--- src/rtl/phase_measure.sv ---
// Measures period, phase offset and high time of sig_in against ref_in, in clk cycles.
// Flags lock once LOCK_COUNT consecutive windows agree within TOL.
module phase_measure #(
  parameter int CNT_W      = 16,
  parameter int LOCK_COUNT = 4,
  parameter int TOL        = 1
) (
  input  logic             clk,
  input  logic             RST,
  input  logic             PWRDWN,
  input  logic             ref_in,
  input  logic             sig_in,
  output logic [CNT_W-1:0] period_cnt,
  output logic [CNT_W-1:0] offset_cnt,
  output logic [CNT_W-1:0] high_cnt,
  output logic             valid,
  output logic             lock,
  output logic             err
);

  localparam logic [CNT_W-1:0] CNT_MAX = '1;
  localparam logic [CNT_W-1:0] CNT_ONE = CNT_W'(1);
  localparam logic [CNT_W-1:0] TOL_W   = CNT_W'(TOL);
  localparam int               MW      = $clog2(LOCK_COUNT) + 1;
  localparam logic [MW-1:0]    LOCK_TH = MW'(LOCK_COUNT - 1);

  typedef enum logic [1:0] {IDLE = 2'd0, WAIT_REF = 2'd1, MEAS = 2'd2} state_t;
  state_t state_reg, state_next;

  logic [2:0] ref_sync_reg, sig_sync_reg;
  logic       ref_rise, sig_rise, sig_fall;

  logic [CNT_W-1:0] elapsed_reg, elapsed_next;
  logic [CNT_W-1:0] win_off_reg, win_off_next;
  logic             seen_reg, seen_next;
  logic [CNT_W-1:0] high_ctr_reg, high_ctr_next;
  logic             high_run_reg, high_run_next;
  logic [CNT_W-1:0] high_last_reg, high_last_next, high_last_now;
  logic [CNT_W-1:0] period_next, offset_next, high_next;
  logic             valid_next, lock_next, err_next;
  logic [MW-1:0]    match_reg, match_next;
  logic             have_prev_reg, have_prev_next;
  logic             start_window;

  // Edges come from the second/third synchronizer stages so both inputs see equal latency
  assign ref_rise = ref_sync_reg[1] & ~ref_sync_reg[2];
  assign sig_rise = sig_sync_reg[1] & ~sig_sync_reg[2];
  assign sig_fall = ~sig_sync_reg[1] & sig_sync_reg[2];

  // A fall in the closing cycle already counts as the latest completed high pulse
  assign high_last_now = (sig_fall && high_run_reg) ? high_ctr_reg : high_last_reg;

  function automatic logic near(input logic [CNT_W-1:0] a, input logic [CNT_W-1:0] b);
    logic [CNT_W-1:0] d;
    d = (a > b) ? (a - b) : (b - a);
    return d <= TOL_W;
  endfunction

  always_comb begin
    state_next     = state_reg;
    elapsed_next   = elapsed_reg;
    win_off_next   = win_off_reg;
    seen_next      = seen_reg;
    high_ctr_next  = high_ctr_reg;
    high_run_next  = high_run_reg;
    high_last_next = high_last_now;
    period_next    = period_cnt;
    offset_next    = offset_cnt;
    high_next      = high_cnt;
    valid_next     = 1'b0;
    err_next       = 1'b0;
    lock_next      = lock;
    match_next     = match_reg;
    have_prev_next = have_prev_reg;
    start_window   = 1'b0;

    if (sig_rise) begin
      high_ctr_next = CNT_ONE;
      high_run_next = 1'b1;
    end else if (sig_fall) begin
      high_run_next = 1'b0;
    end else if (high_run_reg && high_ctr_reg != CNT_MAX) begin
      high_ctr_next = high_ctr_reg + CNT_ONE;
    end

    case (state_reg)
      IDLE: state_next = WAIT_REF;
      WAIT_REF: begin
        if (ref_rise) begin
          state_next   = MEAS;
          start_window = 1'b1;
        end
      end
      MEAS: begin
        if (ref_rise) begin
          start_window = 1'b1;
          if (seen_reg) begin
            valid_next  = 1'b1;
            period_next = elapsed_reg;
            offset_next = win_off_reg;
            high_next   = high_last_now;
            if (have_prev_reg && near(elapsed_reg, period_cnt) && near(win_off_reg, offset_cnt)) begin
              if (match_reg != LOCK_TH) match_next = match_reg + MW'(1);
            end else begin
              match_next = '0;
            end
            have_prev_next = 1'b1;
            lock_next      = (match_next >= LOCK_TH);
          end else begin
            err_next       = 1'b1;
            lock_next      = 1'b0;
            match_next     = '0;
            have_prev_next = 1'b0;
          end
        end else if (elapsed_reg == CNT_MAX) begin
          err_next       = 1'b1;
          lock_next      = 1'b0;
          match_next     = '0;
          have_prev_next = 1'b0;
          state_next     = WAIT_REF;
        end else begin
          elapsed_next = elapsed_reg + CNT_ONE;
          if (sig_rise && !seen_reg) begin
            win_off_next = elapsed_reg;
            seen_next    = 1'b1;
          end
        end
      end
      default: state_next = IDLE;
    endcase

    if (start_window) begin
      elapsed_next = CNT_ONE;
      win_off_next = '0;
      seen_next    = sig_rise;
    end

    if (PWRDWN) begin
      state_next     = IDLE;
      elapsed_next   = '0;
      win_off_next   = '0;
      seen_next      = 1'b0;
      high_ctr_next  = '0;
      high_run_next  = 1'b0;
      high_last_next = '0;
      period_next    = '0;
      offset_next    = '0;
      high_next      = '0;
      valid_next     = 1'b0;
      err_next       = 1'b0;
      lock_next      = 1'b0;
      match_next     = '0;
      have_prev_next = 1'b0;
    end
  end

  always_ff @(posedge clk or posedge RST) begin
    if (RST) state_reg <= IDLE;
    else     state_reg <= state_next;
  end

  always_ff @(posedge clk or posedge RST) begin
    if (RST) begin
      ref_sync_reg  <= '0;
      sig_sync_reg  <= '0;
      elapsed_reg   <= '0;
      win_off_reg   <= '0;
      seen_reg      <= 1'b0;
      high_ctr_reg  <= '0;
      high_run_reg  <= 1'b0;
      high_last_reg <= '0;
      period_cnt    <= '0;
      offset_cnt    <= '0;
      high_cnt      <= '0;
      valid         <= 1'b0;
      lock          <= 1'b0;
      err           <= 1'b0;
      match_reg     <= '0;
      have_prev_reg <= 1'b0;
    end else begin
      ref_sync_reg  <= {ref_sync_reg[1:0], ref_in};
      sig_sync_reg  <= {sig_sync_reg[1:0], sig_in};
      elapsed_reg   <= elapsed_next;
      win_off_reg   <= win_off_next;
      seen_reg      <= seen_next;
      high_ctr_reg  <= high_ctr_next;
      high_run_reg  <= high_run_next;
      high_last_reg <= high_last_next;
      period_cnt    <= period_next;
      offset_cnt    <= offset_next;
      high_cnt      <= high_next;
      valid         <= valid_next;
      lock          <= lock_next;
      err           <= err_next;
      match_reg     <= match_next;
      have_prev_reg <= have_prev_next;
    end
  end

endmodule

--- config.mk ---
export PLATFORM = sky130hd
export DESIGN_NAME = phase_measure
export DESIGN_NICKNAME = d
export VERILOG_FILES = /design/src/rtl/phase_measure.sv
export SDC_FILE = /design/constraint.sdc
export NUM_CORES = 1
export LEC_CHECK = 0
export CAP_MARGIN = 20
export CELL_PAD_IN_SITES_DETAIL_PLACEMENT = 1
export CELL_PAD_IN_SITES_GLOBAL_PLACEMENT = 2
export CORE_MARGIN = 10
export CORE_UTILIZATION = 40
export DETAILED_ROUTE_END_ITERATION = 8
export DONT_BUFFER_PORTS = 1
export PLACE_DENSITY_LB_ADDON = 0.1
export SYNTH_ARGS = -nofsm -noshare
export SYNTH_HDL_FRONTEND = slang
export SYNTH_SLANG_ARGS = --single-unit
--- constraint.sdc ---
create_clock -name clk -period 5.2 [get_ports clk]
set_clock_uncertainty 0.1 [all_clocks]
set_input_delay 1.04 -clock clk [delete_from_list [all_inputs] [get_ports clk]]
set_output_delay 1.04 -clock clk [all_outputs]
set_load 0.02 [all_outputs]
Word level (Yosys, flattened, before mapping)
Index checks and enable logic that the tools add are counted.
{"block": "totals", "ff_bits": 129, "input_bits": 5, "output_inout_bits": 51, "wordCells": 142}
{"block": "classes", "n_addsub": 7, "order_cmp": 5, "n_eq_ne": 11, "n_mux": 74, "n_bitwise": 6, "n_reduce_logical": 22}
{"op": "2-to-1 mux 16 bit", "count": 31}
{"op": "subtractor 16 bit", "count": 4}
{"op": "adder 16 x 1 -> 16 bit (second input constant)", "count": 2}
{"op": "greater-than comparator 16 bit", "count": 2}
{"op": "less-or-equal comparator 16 x 1 -> 1 bit (second input constant)", "count": 2}
{"op": "2-to-1 mux 3 bit", "count": 10}
{"op": "2-to-1 mux 1 bit", "count": 28}
{"op": "== test 16 bit (second input constant)", "count": 1}
{"op": "inequality test 16 bit (second input constant)", "count": 1}
{"op": "inequality test 3 bit (second input constant)", "count": 5}
{"op": "nonzero test 3 bit", "count": 5}
{"op": "AND reduction 3 bit", "count": 3}
{"op": "2-to-1 mux 2 bit", "count": 4}
{"op": "inequality test 3 x 2 -> 1 bit (second input constant)", "count": 2}
{"op": "case mux 2 bit (3 select lines)", "count": 1}
{"op": "nonzero test 2 bit", "count": 3}
{"op": "logical AND 1 bit", "count": 5}
{"op": "AND reduction 2 bit", "count": 2}
{"op": "AND reduction 4 bit", "count": 1}
{"op": "adder 3 x 1 -> 3 bit (second input constant)", "count": 1}
{"op": "bitwise AND 1 bit", "count": 3}
{"op": "greater-or-equal comparator 3 x 2 -> 1 bit (second input constant)", "count": 1}
{"op": "NOT 1 bit", "count": 3}
{"op": "== test 2 x 1 -> 1 bit (second input constant)", "count": 1}
{"op": "4 further kinds", "count": 4}

Logic depth before layout (Yosys ltp)
Gate-level depths: netlist of run 1.
{"block": "logic_depth", "word_depth": 14, "mapped_depth": 14}

Worst setup path after synthesis of run 1
No wires, ideal clock.
{"block": "synth_path", "path_kind": "register to register", "start": "reg period_cnt[11]", "end": "reg match_reg[1]", "setup_ns": 0.120, "arrival_ns": 3.105, "required_time_ns": 4.980, "path_slack_ns": 1.876, "stages_incl_launch_ff": 14, "path_buffers": 1, "synth_period_minus_slack_ns": 3.324, "path_cell_list": "dfrtp_1 inv_1 ha_1 buf_2 a21oi_2 o21ai_0 a311o_1 o21ai_2 mux2_1 or4_1 o211ai_1 nor4_2 a32o_1 a31o_1"}
{"block": "synth_between", "elab_chain_len": 13}
{"element": "start, declared", "line_no": "13", "rtl": "output logic [CNT_W-1:0] period_cnt,"}
{"element": "start signal, assigned", "line_no": "189", "rtl": "period_cnt <= period_next;"}
{"element": "subtractor 16 bit / greater-than comparator 16 bit (equally long branches)", "line_no": "55", "rtl": "d = (a > b) ? (a - b) : (b - a);"}
{"element": "2-to-1 mux 16 bit (*)", "line_no": "55"}
{"element": "less-or-equal comparator 16 x 1 -> 1 bit (*)", "line_no": "56", "rtl": "return d <= TOL_W;"}
{"element": "logical AND 1 bit (*) (2 in a row)", "line_no": "102", "rtl": "if (have_prev_reg && near(elapsed_reg, period_cnt) && near(win_off_reg, offset_cnt)) begin"}
{"element": "2-to-1 mux 3 bit (*)", "line_no": "102"}
{"element": "2-to-1 mux 3 bit (*)", "line_no": "97", "rtl": "if (seen_reg) begin"}
{"element": "2-to-1 mux 3 bit (*)", "line_no": "95", "rtl": "if (ref_rise) begin"}
{"element": "2-to-1 mux 3 bit (*)", "line_no": "86", "rtl": "case (state_reg)"}
{"element": "2-to-1 mux 3 bit (*)", "line_no": "97"}
{"element": "2-to-1 mux 3 bit (*)", "line_no": "95"}
{"element": "2-to-1 mux 3 bit (*)", "line_no": "86"}
{"element": "2-to-1 mux 3 bit (*)", "line_no": "138", "rtl": "if (PWRDWN) begin"}
{"element": "end signal, assigned", "line_no": "195", "rtl": "match_reg <= match_next;"}
{"element": "end, declared", "line_no": "41", "rtl": "logic [MW-1:0] match_reg, match_next;"}
Mark *: on every way between the ends. The rest lies on a longest branch, timed or not. The select of a mux whose other input is x is not followed.
A chain may end at the register's enable or synchronous reset.

Worst setup path in the final report of run 1
{"block": "layout_path", "start": "reg period_cnt[9]", "end": "reg match_reg[2]"}
The elaborated chain is that of the path after synthesis.

==> run metrics, run 1 <==
worst r2r src period_cnt[9]; top cells by area, synth dfrtp_1 (35%), ha_1 (9.4%), nand2_1 (8.9%); Post-CTS Resized 0; # diodes 0; root buffer cell clkbuf_16; Final Slew Violations 0; async set-or-reset flop fraction in the synthesized netlist 100%; Setup TNS 0 ns; leakage power between 4 and 5 nW; Int Power between 1.5 and 2 mW; largest net degree at the start of global routing 103; top_reg_cell synth dfrtp_1; Post-synth EDFFs 0; # Post-CTS Setup Buffers 0; Rows 55; Least-Margin Pin Slew 0.959 ns; DP HPWL slightly above 20 mm; portion of total power attributed to sequential cells 38.3%; worst reg2reg setup slack 0.94 ns; TritonCTS clock tree done; vias in the first global route 8033; worst vdd ir 199 uV; Switching Power 0.780 mW; Pre-antenna DRT Iters 5; grt total ovfl 0; Synth area leader dfrtp_1; vias per cell 5.63; die area 29300 sq um; chip width 171 microns; placed cells approximately 1.4k; layout cells sized above 1 5.38%; Netlist Area Pre-Place 9140 sq um; core area 22600 sq um; Max Fclk 0.234 GHz; top cell type's share of synthesized area about a third; clock transition at the registers of the reported paths about 0.07 ns; CTS Sinks roughly 130; DR iter-0 viols 445; status completed; fill count 2679; synthesis-stage register bit count approximately 130; io pins 56; RR Endpoint match_reg[2]; post-synth cell types 81; count leader, synth nand2_1; Antenna Violating Nets Remaining 0; HP Class register to register; area of the multi-input gates ~5300 sq um; Slew HR 36.0%; H-tree depth 4; start point of the critical path period_cnt[9]; vias post-DR between 7k and 8k; CP Capture Type register; Num CTS Buffers 17; Period minus WS final 4.26 ns; final WL between 20 and 30 mm; Syn Inst Count 1114; hold_buf cts 0; Final Hold Violating Endpoints 0; fin nets 1162; Port Buffers 0; final setup violation count 0; Worst Path Arrival approximately 4.5 ns; Clock Path Buffers 2; Post-synth top cells nand2_1 (216), a21oi_1 (135), dfrtp_1 (129); Synth warnings 0; Setup crit end match_reg[2]; Max FO, Critical Path 13; Non-Filler Instances 1381; Register Area 3230 sq um; routed length per instance 20.0 microns; CP Data Required Time around 5.4 ns; Global Route Usage Sum 19.4%; starting density of the core 40.5%; clock share of power 47.6%; part of the power in combinational logic approximately 14%; Net Count, Synth roughly 1.2k; Die Y 171 microns; clock latency on the worst-skew pair roughly 0.43 ns; fin crit share 82.0%; switching part of the total 28.7%; initial antenna violation count 0; kind of critical path register to register; CP Launch Type register; RSZ-0062 raised after global routing false; first-pass GRT wire length 45.5 mm; register area share after synthesis a little over a third; Max Cap Viol 0; total power 2.72 mW; power per standard cell area 274 nW/um^2; DRC Markers 0; GP Congestion 0.896; Avg Inst Size Synth 8.21 sq um; Reg2Reg Depth 12; P&R area growth vs syn 8.49%
==> layout make-up <==
type | instances | area share (%)
clock buffers | 17 | 4.29
repair buffers | 7 | 0.530
inverters | 85 | 3.27
well taps | 285 | 3.60
clock inverters | 14 | 1.97
flip-flops and latches | 129 | 32.6
multi-input cells | 844 | 53.8
==> through the flow <==
| step | hold slack [ns] | worst slack (ns) | instance area, sq um | utilization, % |
|---|---|---|---|---|
| after floorplan | 0.231 | 0.619 | 9140 | - |
| after global placement | 0.235 | 1.21 | 9300 | 41.2 |
| after detailed placement | 0.254 | 0.967 | 9300 | 41.2 |
| after CTS | 0.267 | 0.943 | 9920 | 43.9 |
| after global routing | 0.289 | 0.590 | 9920 | 43.9 |
| final | 0.262 | 0.935 | 9920 | 43.9 |
==> layer usage <==
layer	wire [microns]	GRT usage, %	vias up
li1	-	-	3785
met1	13100	26.0	3864
met2	13200	31.9	111
met3	997	3.80	13
met4	229	4.05	0
met5	0	0	-
==> kinds of logic after synthesis <==
kind of cell	after synthesis	synth area share, %
and+or+nand+nor	430	22.5
adders and majority gates	73	10.3
xor gates and xnor gates	47	4.50
DFF	129	35.3
AOI/OAI and AO/OA	282	19.7
buffers and inverters	141	6.34
muxes	12	1.33
==> cells in the final DEF, fill, tap and decap left out, types with 5 or more instances in the layout <==
master	synthesis	final
nand2_1	216	216
a21oi_1	135	135
dfrtp_1	129	129
inv_1	84	83
ha_1	69	69
nor2_1	66	66
o21ai_0	30	30
xnor2_1	30	30
nand3_1	21	21
nor3_1	18	18
nand3b_1	17	17
xor2_1	17	17
clkbuf_16	0	17
nand4_1	14	14
and2_1	14	14
nand2b_1	14	14
a21o_1	11	11
mux2i_1	11	11
and3_1	11	10
a211oi_1	10	10
a31oi_1	9	9
o211ai_1	8	8
inv_6	0	8
nor2b_1	7	7
or3_1	7	7
buf_4	6	7
o21ai_1	6	6
nor4_1	5	5
a211o_1	5	5
o2111ai_1	5	5
==> power by group through the flow <==
stage	clock [mW]	sequential (mW)	combinational [mW]
2_1_floorplan	0	1.05	0.297
3_3_place_gp	0	1.06	0.382
3_5_place_dp	0	1.06	0.382
4_1_cts	1.33	1.04	0.385
5_1_grt	1.38	1.04	0.427
6_report	1.29	1.04	0.384
==> worst max-delay path, stage by stage, from the launching register on <==
cell	delay [ns]
dfrtp_1	0.50
inv_1	0.08
ha_1	0.49
a21oi_1	0.32
o21ai_0	0.11
a311o_1	0.39
o21ai_2	0.48
mux2_1	0.41
o311ai_0	0.35
o211ai_1	0.19
nor4_2	0.39
nand3_1	0.19
o21ai_1	0.18
==> how the worst min path moves through the flow <==
stage / cells after the start / slack, ns / end / start
after floorplan: 0 / 0.23 / ref_sync_reg[1] / ref_sync_reg[0]
after global placement: 0 / 0.24 / ref_sync_reg[1] / ref_sync_reg[0]
after detailed placement: 0 / 0.25 / sig_sync_reg[1] / sig_sync_reg[0]
after CTS: 0 / 0.27 / sig_sync_reg[1] / sig_sync_reg[0]
after global routing: 0 / 0.29 / sig_sync_reg[1] / sig_sync_reg[0]
final: 0 / 0.26 / sig_sync_reg[1] / sig_sync_reg[0]
(Power assumes the default switching activity.)
==> inputs of run 2 (changes only) <==
==> constraint.sdc (replaced) <==
create_clock -name clk -period 4.4 [get_ports clk]
set_clock_uncertainty 0.1 [all_clocks]
set_input_delay 0.88 -clock clk [delete_from_list [all_inputs] [get_ports clk]]
set_output_delay 0.88 -clock clk [all_outputs]
set_load 0.02 [all_outputs]
==> run metrics, run 2 (synthesis results as in run 1) <==
status completed; # Post-CTS Setup Buffers 0 (unchanged); Rows 55 (unchanged); Port Buffers 0 (unchanged); Global Route Usage Sum 20.3% (+0.88 points); fin nets 1178 (+1.4%); power per standard cell area 320 nW/um^2 (+17%); io pins 56 (unchanged); Cell Chain, Critical Path inv_1 -> ha_1 -> o21ai_0 -> a211oi_2 -> nand2_1 -> a2111oi_1 -> a211oi_1 -> a221oi_1 -> o2111ai_1 -> nor4_4 -> nand3_1 -> o21ai_1; Post-CTS Resized 0 (unchanged); leakage power 4.39 nW (+1.8%); Least-Margin Pin Slew 1.07 ns (+0.114 ns); clock transition at the registers of the reported paths 0.07 ns (about the same); starting density of the core 40.5% (unchanged); Clock Path Buffers 2 (unchanged); commonest non-fill, non-tap cell in the layout nand2_1; # diodes 0 (unchanged); Setup TNS 0 ns (unchanged); CP max stage cell a2111oi_1; P&R area growth vs syn 10.0%; worst r2r src offset_cnt[6]; CP max stage delay 0.63 ns (+0.13 ns); CP Capture Type register; Max FO, Critical Path 10 (-3); chip width 171 microns (unchanged); Final Slew Violations 0 (unchanged); GP Congestion 0.884 (-1.4%); RSZ-0062 raised after global routing false; Die Y 171 microns (unchanged); clock latency on the worst-skew pair 0.43 ns (about the same); Max Cap Viol 0 (unchanged); CTS Sinks 129 (unchanged); DRC Markers 0 (unchanged); vias post-DR 7860 (+1.1%); Max Fclk 0.247 GHz (+5.5%); die area 29300 sq um (unchanged); hold_buf cts 0 (unchanged); HP Class register to register; start point of the critical path offset_cnt[6]; DP HPWL 21.3 mm (+5.5%); first-pass GRT wire length 47.2 mm (+3.7%); Final Hold Violating Endpoints 0 (unchanged); RR Endpoint match_reg[2]; Period minus WS final 4.04 ns (-0.221 ns); Pre-antenna DRT Iters 6 (+1); final setup violation count 0 (unchanged); kind of critical path register to register; core area 22600 sq um (unchanged); layout cells sized above 1 6.83% (+1.5 points); fill count 2717 (+1.4%); Reg2Reg Depth 12 (unchanged); vias per cell 5.63 (about the same); worst reg2reg setup slack 0.36 ns (-0.58 ns); Slew HR 28.4% (-7.6 points); CP Data Required Time 4.64 ns (-0.80 ns); vias in the first global route 8241 (+2.6%); Worst Path Arrival 4.28 ns (-0.22 ns); root buffer cell clkbuf_16; initial antenna violation count 0 (unchanged); Setup crit end match_reg[2]; fin crit share 91.9% (+9.9 points); hold_ws 0.252 ns (-0.0102 ns); grt total ovfl 0 (unchanged); largest net degree at the start of global routing 76 (-26%); Num CTS Buffers 17 (unchanged); most frequent cells in the layout nand2_1 (216), a21oi_1 (135), dfrtp_1 (129); Antenna Violating Nets Remaining 0 (unchanged); CP Launch Type register; routed length per instance 20.4 microns (+2.3%); final WL 28.5 mm (+3.5%); H-tree depth 4 (unchanged); worst vdd ir 244 uV (+23%); DR iter-0 viols 481 (+8.1%); TritonCTS clock tree done
run 2: cell types whose count changed in the layout (fill, tap and decap cells not counted), sizes merged:
| cell | delta |
|---|---|
| buf | +16 |
| clkinvlp | +1 |
| inv | -1 |
run 2: report_power, final:
group	total [mW]	switching, mW	internal [mW]	leakage (nW)
Combinational	0.455	0.276	0.179	2.30
Clock	1.54	0.628	0.913	0.303
Sequential	1.22	0.0216	1.20	1.78
Total	3.22	0.925	2.30	4.39
run 2: routing by layer:
| layer | track usage, % | routed length (microns) | share of wire, % | vias up |
|---|---|---|---|---|
| li1 | - | - | - | 3815 |
| met1 | 27.8 | 13700 | 48 | 3902 |
| met2 | 32.4 | 13300 | 47 | 114 |
| met3 | 3.64 | 1110 | 3.9 | 29 |
| met4 | 5.18 | 397 | 1.4 | 0 |
| met5 | 0 | 0 | 0 | - |
run 2: worst min-delay path by stage:
stage                          startpoint               to  slack, ns  depth (start not counted)
after global routing      sig_sync_reg[0]  sig_sync_reg[1]       0.27                          0
final                     sig_sync_reg[0]  sig_sync_reg[1]       0.25                          0
after CTS                 sig_sync_reg[0]  sig_sync_reg[1]       0.26                          0
after floorplan           ref_sync_reg[0]  ref_sync_reg[1]       0.23                          0
after global placement    ref_sync_reg[0]  ref_sync_reg[1]       0.24                          0
after detailed placement  sig_sync_reg[0]  sig_sync_reg[1]       0.25                          0
run 2: area by class of cell:
class | count | area [sq um] | area share (%)
Sequential cell | 129 | 3230 | 32.1
Timing Repair Buffer | 23 | 185 | 1.84
Multi-Input combinational cell | 844 | 5350 | 53.1
Clock buffer | 17 | 425 | 4.23
Tap cell | 285 | 357 | 3.55
Inverter | 85 | 323 | 3.21
Clock inverter | 14 | 195 | 1.94
run 2: critical path: cells and delay by family (launching register included):
family | cells | cell delay [ns]
AO/OA/AOI/OAI | 7 | 2.02
AND/OR/NAND/NOR | 3 | 0.68
flip-flops | 1 | 0.53
adder cells (fa/ha/maj) | 1 | 0.53
buffers and inverters | 1 | 0.08
run 2: through the flow:
| step | setup WS [ns] | cells | utilization (%) | total power, mW | instance area (sq um) |
|---|---|---|---|---|---|
| after global routing | 0.0294 | 1397 | 44.6 | 3.38 | 10100 |
| after floorplan | 1.08 | 1114 | - | 1.59 | 9150 |
| after detailed placement | 0.296 | 1366 | 41.8 | 1.70 | 9430 |
| final | 0.356 | 1397 | 44.6 | 3.22 | 10100 |
| after CTS | 0.257 | 1397 | 44.5 | 3.25 | 10000 |
| after global placement | 0.359 | 1366 | 41.8 | 1.69 | 9430 |
==> inputs of run 3 (changes only) <==
--- a/config.mk
+++ b/config.mk
@@ -10,6 +10,7 @@
 export CELL_PAD_IN_SITES_GLOBAL_PLACEMENT = 2
 export CORE_MARGIN = 10
 export CORE_UTILIZATION = 40
+export CTS_CLUSTER_SIZE = 12
 export DETAILED_ROUTE_END_ITERATION = 8
 export DONT_BUFFER_PORTS = 1
 export PLACE_DENSITY_LB_ADDON = 0.1
==> results of run 3 <==
No change in the layout: final DEF, timing and power equal those of run 2.
